## config.mk

```make
export PLATFORM = sky130hd
export DESIGN_NAME = frame_packer
export DESIGN_NICKNAME = d
export VERILOG_FILES = /design/src/rtl/frame_packer.sv
export SDC_FILE = /design/constraint.sdc
export NUM_CORES = 1
export LEC_CHECK = 0
export ABC_AREA = 0
export BUFFER_PORTS_ARGS = -buffer_cell sky130_fd_sc_hd__buf_2
export CORE_ASPECT_RATIO = 1.4
export CORE_UTILIZATION = 55
export DETAILED_ROUTE_END_ITERATION = 12
export MAX_ROUTING_LAYER = met4
export PLACE_DENSITY = 0.74
export SLEW_MARGIN = 20
export SYNTH_ARGS = -nofsm -noshare
export SYNTH_HDL_FRONTEND = slang
export SYNTH_SLANG_ARGS = --single-unit
```

## constraint.sdc

```tcl
create_clock -name clk -period 5.2 [get_ports clk]
set_clock_uncertainty 0.05 [all_clocks]
set_input_delay 0.78 -clock clk [delete_from_list [all_inputs] [get_ports clk]]
set_output_delay 0.78 -clock clk [all_outputs]
set_load 0.05 [all_outputs]
```

## src/rtl/frame_packer.sv

```systemverilog
// frame_packer: packs the pipeline sample stream into AXI-Stream packets, one per 10 ms frame,
// through a stage register and a FIFO that absorbs backpressure and counts any lost samples.
module frame_packer #(
   parameter int DATA_WIDTH    = 32,
   parameter int FIFO_DEPTH    = 16,
   parameter int MAX_FRAME_LEN = 1024
) (
   input  logic                          clk,
   input  logic                          rst,
   input  logic                          sync_10ms,
   input  logic                          in_valid,
   input  logic [DATA_WIDTH-1:0]         in_data,
   output logic                          m_tvalid,
   input  logic                          m_tready,
   output logic [DATA_WIDTH-1:0]         m_tdata,
   output logic                          m_tlast,
   output logic                          m_tuser,
   output logic [$clog2(FIFO_DEPTH):0]   fifo_level,
   output logic [15:0]                   drop_count,
   output logic                          overflow,
   output logic                          frame_err,
   input  logic                          clr_status
);
   localparam int AW = $clog2(FIFO_DEPTH);
   localparam int CW = $clog2(MAX_FRAME_LEN + 1);
   localparam int EW = DATA_WIDTH + 2;

   logic                  stg_vld_q, stg_first_q, stg_last_q, first_pend_q;
   logic [DATA_WIDTH-1:0] stg_data_q;
   logic [CW-1:0]         cnt_q;
   logic [EW-1:0]         mem_q [FIFO_DEPTH];
   logic [AW-1:0]         wr_ptr_q, rd_ptr_q;
   logic [AW:0]           lvl_q;
   logic [15:0]           drop_q;
   logic                  ovf_q, ferr_q;

   logic                  forced, restart, push, full, pop, wr, drop;
   logic [CW-1:0]         cnt_d;
   logic [EW-1:0]         push_entry, head;

   always_comb begin
      forced     = stg_vld_q & stg_last_q;
      restart    = sync_10ms | forced;
      push       = stg_vld_q & (stg_last_q | sync_10ms | in_valid);
      push_entry = {stg_last_q | sync_10ms, stg_first_q, stg_data_q};
      cnt_d      = (restart ? '0 : cnt_q) + CW'(1);
      full       = lvl_q == (AW+1)'(FIFO_DEPTH);
      pop        = m_tvalid & m_tready;
      // a full FIFO still accepts a write when the head leaves in the same cycle
      wr         = push & (~full | pop);
      drop       = push & full & ~pop;
      head       = mem_q[rd_ptr_q];
   end

   always_ff @(posedge clk) begin
      if (rst) begin
         stg_vld_q    <= 1'b0;
         stg_first_q  <= 1'b0;
         stg_last_q   <= 1'b0;
         stg_data_q   <= '0;
         first_pend_q <= 1'b1;
         cnt_q        <= '0;
         wr_ptr_q     <= '0;
         rd_ptr_q     <= '0;
         lvl_q        <= '0;
         drop_q       <= '0;
         ovf_q        <= 1'b0;
         ferr_q       <= 1'b0;
      end else begin
         if (in_valid) begin
            stg_vld_q    <= 1'b1;
            stg_data_q   <= in_data;
            stg_first_q  <= first_pend_q | restart;
            stg_last_q   <= cnt_d == CW'(MAX_FRAME_LEN);
            cnt_q        <= cnt_d;
            first_pend_q <= 1'b0;
         end else begin
            if (push) stg_vld_q <= 1'b0;
            if (restart) begin
               first_pend_q <= 1'b1;
               cnt_q        <= '0;
            end
         end
         if (wr) wr_ptr_q <= wr_ptr_q + AW'(1);
         if (pop) rd_ptr_q <= rd_ptr_q + AW'(1);
         lvl_q <= lvl_q + (AW+1)'(wr) - (AW+1)'(pop);
         if (drop) begin
            drop_q <= clr_status ? 16'd1 : (drop_q == 16'hFFFF ? drop_q : drop_q + 16'd1);
            ovf_q  <= 1'b1;
            ferr_q <= (ferr_q & ~clr_status) | push_entry[EW-1];
         end else if (clr_status) begin
            drop_q <= '0;
            ovf_q  <= 1'b0;
            ferr_q <= 1'b0;
         end
      end
   end

   always_ff @(posedge clk) begin
      if (wr) mem_q[wr_ptr_q] <= push_entry;
   end

   always_comb begin
      m_tvalid   = lvl_q != '0;
      m_tdata    = m_tvalid ? head[DATA_WIDTH-1:0] : '0;
      m_tuser    = m_tvalid & head[DATA_WIDTH];
      m_tlast    = m_tvalid & head[DATA_WIDTH+1];
      fifo_level = lvl_q;
      drop_count = drop_q;
      overflow   = ovf_q;
      frame_err  = ferr_q;
   end
endmodule

```

; ---- Yosys cells after proc, flatten, opt, wreduce, memory -nomap -nowiden
; Memory sizes are Yosys's and may differ from the RTL's. A register that Yosys moved wholly into a read port is not among the register bits.
; Index checks and enable logic that the tools add are counted.
[word_totals]
input_bits = 38
wordCells = 64
regBits = 78
n_memories = 1
ram_bits = 544
output_inout_bits = 58
[classes]
n_bitwise = 18
reduce_logical = 5
n_addsub = 6
muxes = 18
n_eq_ne = 4
[memory_table]
columns = memory, words, width, read_ports, rd_ports_with_merged_regs, wr, line_no
row1 = mem_q, 16, 34, 1, 1, 1, 31  ; logic [EW-1:0] mem_q [FIFO_DEPTH];
[op_table]
columns = op, n
row1 = $mux 16, 4
row2 = $mux 32, 1
row3 = $mux 11, 2
row4 = $add 16x1->16 const B, 1
row5 = $eq 16x16->1 const B, 1
row6 = $add 11x1->11 const B, 1
row7 = $eq 11x11->1 const B, 1
row8 = $and 1x1->1, 9
row9 = $mux 1, 9
row10 = $add 4x1->4 const B, 2
row11 = $mux 4, 2
row12 = $or 1x1->1, 6
row13 = $reduce_bool 2->1, 3
row14 = $add 5x1->5, 1
row15 = $eq 5x5->1 const B, 1
row16 = $reduce_bool 5->1, 1
row17 = $sub 5x1->5, 1
row18 = $not 1->1, 3
row19 = $ne 2x2->1 const B, 1
row20 = $reduce_and 2->1, 1

; ---- Longest topological paths before layout
[depth]
word_depth = 7
mapped_depth = 14
mapped_depth_nobuf = 14

; ---- Worst setup path after synthesis
; Ideal clock, no wire load.
[synth_path]
path_kind = input-to-reg
start = in in_valid
end = mem mem_q[3][0] in the netlist's numbering, enable pin
setup_time_ns = 0.468
stages = 5
n_path_buf = 1
slack_ns = 0.623
required_time_ns = 4.682
arrival_time_ns = 4.059
cell_sequence = clkbuf_1 o31a_1 a21boi_2 nand2_1 nor3_1
[synth_between]
elab_chain_len = 5
[synth_lines]
columns = item, line_no
row1 = start: declaration, 11  ; input logic in_valid,
row2 = $or 1x1->1, 44  ; push = stg_vld_q & (stg_last_q | sync_10ms | in_valid);
row3 = $and 1x1->1, 44
row4 = $and 1x1->1, 50  ; wr = push & (~full | pop);
row5 = $mux 1, 100  ; if (wr) mem_q[wr_ptr_q] <= push_entry;
row6 = $mux 1 (implied by the code), 100
row7 = end: declaration, 31
; Every way passes these cells.

==> metrics.txt <==
post-synth top area share=67.2%; hold-fix buffers at CTS=0; Synthesized Nets=between 1000 and 1500; Worst Tran Pin Value=around 0.8 ns; 1st-pass router iterations=11; GRT met2 Usage=approximately two fifths; min Tclk post-route=around 4.1 ns; M1 GR Usage=approximately 30%; initial antenna violation count=0; DRT iter0 DRCs=1057; outcome=complete, but fails checks; drt total wl=roughly 50000 um; failing checks=DRC; drt wl/cell=roughly 26 um; Final setup viols=0; number of I/O pins=96; DRC=5; Tcrit/Tclk final=roughly 80%; Post-synth top flop=edfxtp_1; DP HPWL=approximately 28000 um; async set or reset register ratio after synthesis=0%; synth cell count leaders=edfxtp_1 (544), mux4_2 (170), nor2_1 (84); synthesized area per cell=between 20 and 25 um^2; M3 GR Usage=under 10%; area grow syn2layout=13.3%; Sequential Area=about 18000 um^2; Sw Ratio=27.9%; clk_lat worst skew=a little under 0.6 ns; core box area=roughly 43000 um^2; Pint=about 9.2 mW; Max FO, Critical Path=32; Crit path largest cell delay=approximately 0.78 ns; Root Buffer=clkbuf_16; Post-DRT Antenna Nets=0; crit path kind=register to output pin; Synth cell types=50; Max clock buf depth=3; All-Layer GR Usage=a little under a quarter; cell area after synthesis=around 24000 um^2; Top delay family on crit path=multiplexers; dominant cells by area after synthesis=edfxtp_1 (67%), mux4_2 (16%), dfxtp_1 (6.8%); die area=roughly 45000 um^2; CP Launch Type=register; Synth Warn #=0; CTS tree=built; pre-CTS setup slack=1.59 ns; Die Ht=251 um; worst hold path type=input pin to register; # Post-CTS Setup Buffers=0; post-route setup slack=about 1.1 ns; most common cell in the netlist=edfxtp_1; power share of the sequential group=roughly 45%; gr ovfl total=0; vias per inst=around 6.1; Yosys top cell by area=edfxtp_1; post_cts resized=0; port bufs=95; final setup TNS=0 ns; Multi-input gate area=slightly above 6000 um^2; Worst Path Required=between 4 and 5 ns; share of post-route cells with drive strength above 1=30.5%; pwr dens=approximately 460 nW/um^2; Fillers=between 2000 and 3000; Final Hold Viols=0; vias in the first global route=12300; CP endpoint kind=output pin; busiest grt layer=met2; Worst path most repeated cell=mux4_2; Die X=~180 um; crit-path cells=buf_4 -> mux4_2 -> mux4_2 -> and2_1 -> buf_2; GPL Wtd Cong=a little under 0.8; Yosys reg bits=626; Bufs and invs on worst path=2; largest net degree at the start of global routing=between 70 and 80; Pins Over Slew Limit=0; RSZ-0062 raised after global routing=false; Post-Synthesis Cells=about 1200; WP data arrival=around 3.3 ns; Post-synth EDFFs=between 500 and 600; vias=11800; Rel. slew slack=approximately 48%; Clock transition at path regs=roughly 0.060 ns; cell row count=90; P_sw=approximately 3.6 mW; placed instance count=about 1800; placed cell areas=between 20000 and 30000 um^2; fin nets=approximately 1400; combinational share of power=21.7%; sequential area share after synthesis=between 70% and 80%; CTS sink count=between 600 and 700; Finished Layout Cells=1930; Peak supply drop=approximately 0.46 mV; Initial Util=a little under three fifths; FMAX=approximately 0.24 GHz; Slowest cell on crit path=dfxtp_4; Final Cell Area=around 28000 um^2; Ant. Diodes=0; leakage power figure=approximately 9 nW; clock buffer count from CTS=between 50 and 60; first-pass GRT wire length=between 70000 and 80000 um; max cap viols=0; CTS H-Tree Depth=2; Clock Power Share=33.4%
[per-stage QoR]
stage | hold slack, ns | utilization (%) | power, mW
finish | 0.371 | 63.5 | 12.7
global route | 0.375 | 63.5 | 13.2
CTS | 0.359 | 63.5 | 12.8
detailed placement | 0.395 | 59.1 | 8.64
global placement | 0.386 | 59.1 | 8.61
floorplan | 0.406 | - | 8.01
[path summary, 6_finish.rpt]
kind	slack (ns)	to	cells past startpoint	from
max	1.06	m_tdata[14]	5	register
min	0.37	stg_data_q[3]	3	in_data[3]
max reg2reg	2.09	mem_q[11][20]	7	fifo_level[3]
min reg2reg	0.41	overflow	2	overflow
[logic make-up (layout without fill, tap and decap cells)]
family / Yosys count / in the layout / synth area share [%]
flip-flops: 626 / 626 / 74.0
AND/OR/NAND/NOR: 213 / 213 / 4.40
multiplexers: 207 / 207 / 17.3
buffers and inverters: 72 / 246 / 1.37
AO/OA/AOI/OAI: 45 / 45 / 1.26
XOR/XNOR: 27 / 27 / 0.973
adder cells (fa/ha/maj): 14 / 14 / 0.752
[power by group through the flow]
stage	registers, mW	logic, mW	clock network, mW
finish	5.72	2.76	4.25
global placement	5.83	2.78	0
detailed placement	5.84	2.80	0
CTS	5.73	2.81	4.29
floorplan	5.78	2.23	0
global route	5.74	2.94	4.48
[tightest hold or removal path: stages]
cell     delay [ns]
buf_2          0.07
mux2i_1        0.05
nor2_1         0.07
[state kept, by name, summed over array words and instances, names as in the netlist, 4 cells and up, named ones only]
name        cells
cnt_q          11
rd_ptr_q        4
stg_data_q     32
drop_count     16
fifo_level      5
mem_q         544
wr_ptr_q        4
[layout by cell type (no fill, tap or decap), types with 14 or more instances in the layout]
cell	count
and2_1	38
mux2i_1	36
mux4_2	170
nor2_1	72
edfxtp_1	544
dfxtp_1	78
nand2_1	28
buf_4	34
clkbuf_16	56
buf_2	95
xnor2_1	14
[routing by layer]
layer	vias to the layer above	routed length [um]
met4	0	1080
li1	5132	-
met5	-	0
met1	6198	19900
met3	71	3070
met2	394	25800
[area by class of cell]
class / instances / share of cell area, %
flip-flops and latches: 626 / 65.3
multi-input cells: 506 / 22.2
clock buffers: 66 / 5.41
repair buffers: 132 / 2.87
well taps: 552 / 2.51
clock inverters: 37 / 1.55
inverters: 11 / 0.150
(Power assumes the default switching activity.)
